## config.mk

```make
export PLATFORM = sky130hd
export DESIGN_NAME = fetch_queue_flat
export DESIGN_NICKNAME = d
export VERILOG_FILES = /design/src/rtl/fetch_queue_if.sv /design/src/rtl/fetch_queue.sv /design/src/flat_wrapper.sv
export SDC_FILE = /design/constraint.sdc
export NUM_CORES = 1
export LEC_CHECK = 0
export BUFFER_PORTS_ARGS = -buffer_cell sky130_fd_sc_hd__buf_4
export CORE_MARGIN = 2
export CORE_UTILIZATION = 28
export DETAILED_ROUTE_END_ITERATION = 12
export PLACE_DENSITY = 0.55
export SYNTH_ARGS = -nofsm -noshare
export SYNTH_HDL_FRONTEND = slang
export SYNTH_SLANG_ARGS = --single-unit
export TNS_END_PERCENT = 5
```

## constraint.sdc

```tcl
create_clock -name clk_i -period 3 [get_ports clk_i]
set_input_delay 0.75 -clock clk_i [delete_from_list [all_inputs] [get_ports clk_i]]
set_output_delay 0.75 -clock clk_i [all_outputs]
set_load 0.01 [all_outputs]
```

## src/rtl/fetch_queue_if.sv

```systemverilog
// Single-port synchronous instruction RAM link: request on en_i_a/addr_i_a,
// read data appears on data_o_a one cycle later.
interface ram_interface #(
   parameter int XLEN = 32
) ();
   logic            en_i_a;
   logic [XLEN-1:0] addr_i_a;
   logic [XLEN-1:0] data_o_a;

   modport master (output en_i_a, output addr_i_a, input data_o_a);
   modport slave  (input en_i_a, input addr_i_a, output data_o_a);
endinterface

```

## src/rtl/fetch_queue.sv

```systemverilog
// Instruction fetch unit: issues sequential word fetches to a 1-cycle RAM and
// buffers responses in a small queue, with redirect flush and back-pressure.
module fetch_queue #(
   parameter int              XLEN        = 32,
   parameter logic [XLEN-1:0] RESET_PC    = '0,
   parameter int              QUEUE_DEPTH = 2
) (
   input  logic            clk_i,
   input  logic            rst_i,
   input  logic            redirect_valid_i,
   input  logic [XLEN-1:0] redirect_pc_i,
   input  logic            ready_i,
   output logic            valid_o,
   output logic [XLEN-1:0] instruction_o,
   output logic [XLEN-1:0] pc_o,
   ram_interface.master    ram_if
);
   localparam int PW = $clog2(QUEUE_DEPTH);
   localparam int CW = PW + 2;

   logic [XLEN-1:0] fetch_pc_q, fetch_pc_d;
   logic [XLEN-1:0] req_pc_q, req_pc_d;
   logic            inflight_q, inflight_d;
   logic [PW-1:0]   head_q, head_d;
   logic [PW-1:0]   tail_q, tail_d;
   logic [CW-1:0]   count_q, count_d;
   logic [CW-1:0]   occupancy;
   logic            push, pop, issue;

   logic [XLEN-1:0] instr_mem_q [QUEUE_DEPTH];
   logic [XLEN-1:0] pc_mem_q    [QUEUE_DEPTH];

   always_comb begin
      valid_o    = (count_q != '0) && !redirect_valid_i;
      pop        = valid_o && ready_i;
      push       = inflight_q && !redirect_valid_i;
      // Slots already promised (queued + in flight) after this cycle's pop.
      occupancy  = count_q + CW'(inflight_q) - CW'(pop);
      issue      = !rst_i && !redirect_valid_i && (occupancy < CW'(QUEUE_DEPTH));

      fetch_pc_d = fetch_pc_q;
      req_pc_d   = req_pc_q;
      inflight_d = inflight_q;
      count_d    = count_q;
      head_d     = head_q;
      tail_d     = tail_q;

      if (redirect_valid_i) begin
         fetch_pc_d = redirect_pc_i;
         inflight_d = 1'b0;
         count_d    = '0;
         head_d     = '0;
         tail_d     = '0;
      end else begin
         if (issue) begin
            fetch_pc_d = fetch_pc_q + XLEN'(4);
            req_pc_d   = fetch_pc_q;
         end
         inflight_d = issue;
         count_d    = count_q + CW'(push) - CW'(pop);
         head_d     = head_q + PW'(pop);
         tail_d     = tail_q + PW'(push);
      end
   end

   always_ff @(posedge clk_i or posedge rst_i) begin
      if (rst_i) begin
         fetch_pc_q <= RESET_PC;
         req_pc_q   <= '0;
         inflight_q <= 1'b0;
         count_q    <= '0;
         head_q     <= '0;
         tail_q     <= '0;
      end else begin
         fetch_pc_q <= fetch_pc_d;
         req_pc_q   <= req_pc_d;
         inflight_q <= inflight_d;
         count_q    <= count_d;
         head_q     <= head_d;
         tail_q     <= tail_d;
      end
   end

   // Queue storage carries no reset; contents are only read while count_q != 0.
   always_ff @(posedge clk_i) begin
      if (push) begin
         instr_mem_q[tail_q] <= ram_if.data_o_a;
         pc_mem_q[tail_q]    <= req_pc_q;
      end
   end

   assign ram_if.en_i_a   = issue;
   assign ram_if.addr_i_a = fetch_pc_q;
   assign instruction_o   = instr_mem_q[head_q];
   assign pc_o            = pc_mem_q[head_q];
endmodule

```

## src/flat_wrapper.sv

```systemverilog
// flat-port wrapper written by rule: the top's interface ports become plain ports
module fetch_queue_flat 
#(
   parameter int              XLEN        = 32,
   parameter logic [XLEN-1:0] RESET_PC    = '0,
   parameter int              QUEUE_DEPTH = 2
)
  (clk_i, rst_i, redirect_valid_i, redirect_pc_i, ready_i, valid_o, instruction_o, pc_o, ram_if_en_i_a, ram_if_addr_i_a, ram_if_data_o_a);
  ram_interface #(.XLEN(XLEN)) ram_if_i ();
  input  logic clk_i;
  input  logic rst_i;
  input  logic redirect_valid_i;
  input  logic [XLEN-1:0] redirect_pc_i;
  input  logic ready_i;
  output logic valid_o;
  output logic [XLEN-1:0] instruction_o;
  output logic [XLEN-1:0] pc_o;
  output wire logic [$bits(ram_if_i.en_i_a)-1:0] ram_if_en_i_a;
  output wire logic [$bits(ram_if_i.addr_i_a)-1:0] ram_if_addr_i_a;
  input wire logic [$bits(ram_if_i.data_o_a)-1:0] ram_if_data_o_a;
  assign ram_if_en_i_a = ram_if_i.en_i_a;
  assign ram_if_addr_i_a = ram_if_i.addr_i_a;
  assign ram_if_i.data_o_a = ram_if_data_o_a;
  fetch_queue #(.XLEN(XLEN), .RESET_PC(RESET_PC), .QUEUE_DEPTH(QUEUE_DEPTH)) u_core (.clk_i(clk_i), .rst_i(rst_i), .redirect_valid_i(redirect_valid_i), .redirect_pc_i(redirect_pc_i), .ready_i(ready_i), .valid_o(valid_o), .instruction_o(instruction_o), .pc_o(pc_o), .ram_if(ram_if_i));
endmodule
```

==> impl_metrics.csv <==
group,metric,value,unit
outcome,outcome,"complete, but fails checks",
outcome,violations,"setup timing",
layout,diodes,0,
layout,register_area,5600,um2
synthesis,synthesis.area,8050,um2
floorplanning,fp.dieArea,30100,um2
synthesis,synth_compound_area_frac,0.0446,
timing,tightestPinTransition,845,ps
cts,cts_root_buffer,"clkbuf_16",
drt,wl_per_cell,16.6,um
drt,detail-route-antenna-nets,0,
layout,drive_above_1_share,0.404,
synthesis,syn_avg_cell_area,13.8,um2
timing,max_freq,311,MHz
cts,cts.sinks,198,
worst_setup_path,cp.arrival,2470,ps
placed_design,gp_congestion,0.733,
timing,grt_setup_unrepaired,"true",
worst_setup_path,critPathKind,"flip-flop to output port",
cts,clock_latency,430,ps
global_routing,grt-ovfl-total,0,
floorplanning,die_h,174,um
power_and_ir_drop,power_per_cell_area,819,nW/um2
synthesis,synthesis.nets,661,
timing,fin_ws,-218,ps
global_routing,grt_usage,0.132,
placed_design,dpl_worst_slack,-400,ps
floorplanning,ios,166,
worst_setup_path,path_cells,"nor3_2, nor2_2, and2_4, ha_4, nand2b_4, fa_2, xnor3_1, nand3_2, inv_2, buf_6",
synthesis,synth_fa_ha_area_frac,0.0143,
timing,relSlewSlack,0.432,
synthesis,synth-simple-area-share,0.123,
global_routing,antenna_found_initial,1,
layout,syn_to_final_growth,31.5,%
worst_setup_path,required,2250,ps
layout,final_nets,848,
floorplanning,die_w,174,um
worst_setup_path,endpoint_kind,"output port",
placed_design,dp_hpwl,13.1,mm
worst_setup_path,cp-start-kind,"flip-flop",
global_routing,grt_pass1_vias,5231,
worst_setup_path,worst-path-max-fanout,2,
synthesis,synthCells,585,
synthesis,synthFlopType,"edfxtp_1",
synthesis,postSynth.asyncResetShare,0.354,
floorplanning,fp-row-count,62,
timing,fin_crit_sh,1.07,
timing,layout_min_cycle_time,3220,ps
cts,cts_made_buffers,17,
synthesis,ys_ff_latch,198,
drt,num_vias,5225,
timing,setup_viol,8,
timing,fin_skew,13.5,ps
worst_setup_path,startpoint,"u_core.count_q[0]",
drt,routed_wl,19.4,mm
timing,hold_viol,0,
layout,n_fill_cell,2818,
global_routing,grt_max_degree,60,
worst_setup_path,cpPeakStageDelay,400,ps
synthesis,synth_mux_area_frac,0.0937,
synthesis,synth_edf_count,128,
global_routing,grt_pass1_wl,30.3,mm
cts,clockBufferDepth,2,
synthesis,synth.distinct_cells,45,
synthesis,yosysWarnings,0,
cts,htree_levels,4,
run,max_cap_violations,0,
placed_design,io_buffers,165,
drt,viasPerCell,4.47,
synthesis,synth-xor-area-share,0.00932,
drt,drt-pass1-iter-count,4,
synthesis,ys_seq_area_frac,0.695,
layout,final_core_util,0.371,
cts,cts_tree,"yes",
timing,drv_slew,0,
cts,cts.clk_slew.worst_paths,70,ps
power_and_ir_drop,power_leakage,4.23,nW
drt,drt_iter0_drc,257,
worst_hold_path,min_path_type,"input pin to async pin",
layout,multi_input_area,2380,um2
drt,route.detailed.drc,0,
synthesis,synth_top_family_by_area,"simple AND/OR/NAND/NOR gates",
worst_setup_path,cpMaxStageDelayCell,"dfrtp_1",
floorplanning,coreArea,28500,um2
power_and_ir_drop,ir_drop,0.371,mV
worst_setup_path,r2r-start,"u_core.count_q[0]",
floorplanning,initial_utilization,0.282,
stage by stage:
step / setup TNS, ps / area (um2) / power (mW) / hold slack, ps / cells
2_1_floorplan: -37660 / 8060 / 5.24 / 442 / 585
3_3_place_gp: -5250 / 9940 / 6.47 / 449 / 1136
3_5_place_dp: -7160 / 9940 / 6.50 / 456 / 1136
4_1_cts: -1260 / 10600 / 8.79 / 453 / 1169
5_1_grt: -2920 / 10600 / 9.18 / 475 / 1169
6_report: -697 / 10600 / 8.67 / 439 / 1169
where the power goes:
| group | switching (mW) | leakage (nW) | internal (mW) |
|---|---|---|---|
| registers | 0.401 | 2.04 | 3.50 |
| clock network | 1.02 | 0.273 | 1.20 |
| logic | 1.26 | 1.92 | 1.28 |
| total | 2.69 | 4.23 | 5.98 |
cell usage after synthesis (7+ instances only):
cell type | n | area share
clkbuf_1 | 18 | 0.0084
dfrtp_1 | 70 | 0.22
edfxtp_1 | 128 | 0.48
inv_1 | 14 | 0.0065
mux2_2 | 67 | 0.094
nand2_1 | 130 | 0.061
nand3_1 | 9 | 0.0056
nand4_1 | 10 | 0.0078
nor2_1 | 16 | 0.0075
nor2b_1 | 12 | 0.0093
o211ai_1 | 7 | 0.0065
o21ai_0 | 25 | 0.016
path summary, 6_finish.rpt:
path | to | slack [ps] | cells past startpoint
setup reg to reg | u_core.ram_if.addr_i_a[6] | -110 | 13
max in group asynchronous | u_core.req_pc_q[5] | 1810 | 3
min in group clk_i | u_core.pc_mem_q[1][0] | 470 | 0
hold / removal | u_core.inflight_q | 440 | 2
setup / recovery | ram_if_en_i_a | -220 | 10
hold reg to reg | u_core.pc_mem_q[1][0] | 470 | 0
cell type report:
type | instances | share of cell area
flip-flops and latches | 198 | 0.529
clock buffers | 20 | 0.0431
clock inverters | 12 | 0.0110
repair buffers | 193 | 0.141
well taps | 384 | 0.0454
multi-input cells | 347 | 0.225
inverters | 15 | 0.00567
cell usage in the layout (no fill, tap or decap), types with 3 or more instances in the layout:
cell / count
o21ai_0: 19
o311ai_0: 4
dfrtp_1: 69
clkbuf_16: 17
xnor2_1: 3
nand3b_1: 5
nor3_1: 4
a21oi_1: 5
o211ai_1: 7
mux2_2: 67
inv_1: 12
nor2_1: 15
buf_12: 3
nand4_1: 10
ha_4: 3
buf_4: 188
and3_1: 3
xor2_1: 3
o21ai_1: 6
edfxtp_1: 128
nand2_1: 129
ha_1: 3
nand3_1: 9
or3_2: 3
nor2b_1: 12
o311ai_1: 6
clkinvlp_4: 4
clkinv_2: 3
logic make-up after synthesis:
group | after synthesis
multiplexers | 67
adder cells (fa/ha/maj) | 8
AO/OA/AOI/OAI | 56
flip-flops | 198
XOR/XNOR | 7
buffers and inverters | 40
AND/OR/NAND/NOR | 209
critical path, delay by kind of cell, from the launching register on:
family / cells / cell delay [ps]
xor gates and xnor gates: 1 / 220
and+or+nand+nor: 5 / 670
adders and majority gates: 2 / 560
DFF: 1 / 400
buffers and inverters: 2 / 200
flip-flops by register name (all words and copies together), names as in the netlist:
name and count:
u_core.instr_mem_q 64, u_core.pc_mem_q 64, u_core.ram_if.addr_i_a 32, u_core.req_pc_q 32
u_core.count_q 3, u_core.head_q 1, u_core.inflight_q 1, u_core.tail_q 1
metal layers:
metal	routed length, um	global-route usage	part of all wire
met5	8	0	0.00041
met2	9300	0.216	0.48
met3	1160	0.0360	0.059
met4	171	0.0326	0.0088
met1	8800	0.174	0.45
repair_timing:
item / CTS / global route
pin swaps: 5 / 5
setup buffers: 1 / 0
endpoints found under the setup margin: 20 / 25
hold buffers: 0 / 0
resized for setup: 7 / 15
No activity file was read; power rests on OpenSTA's default activity.
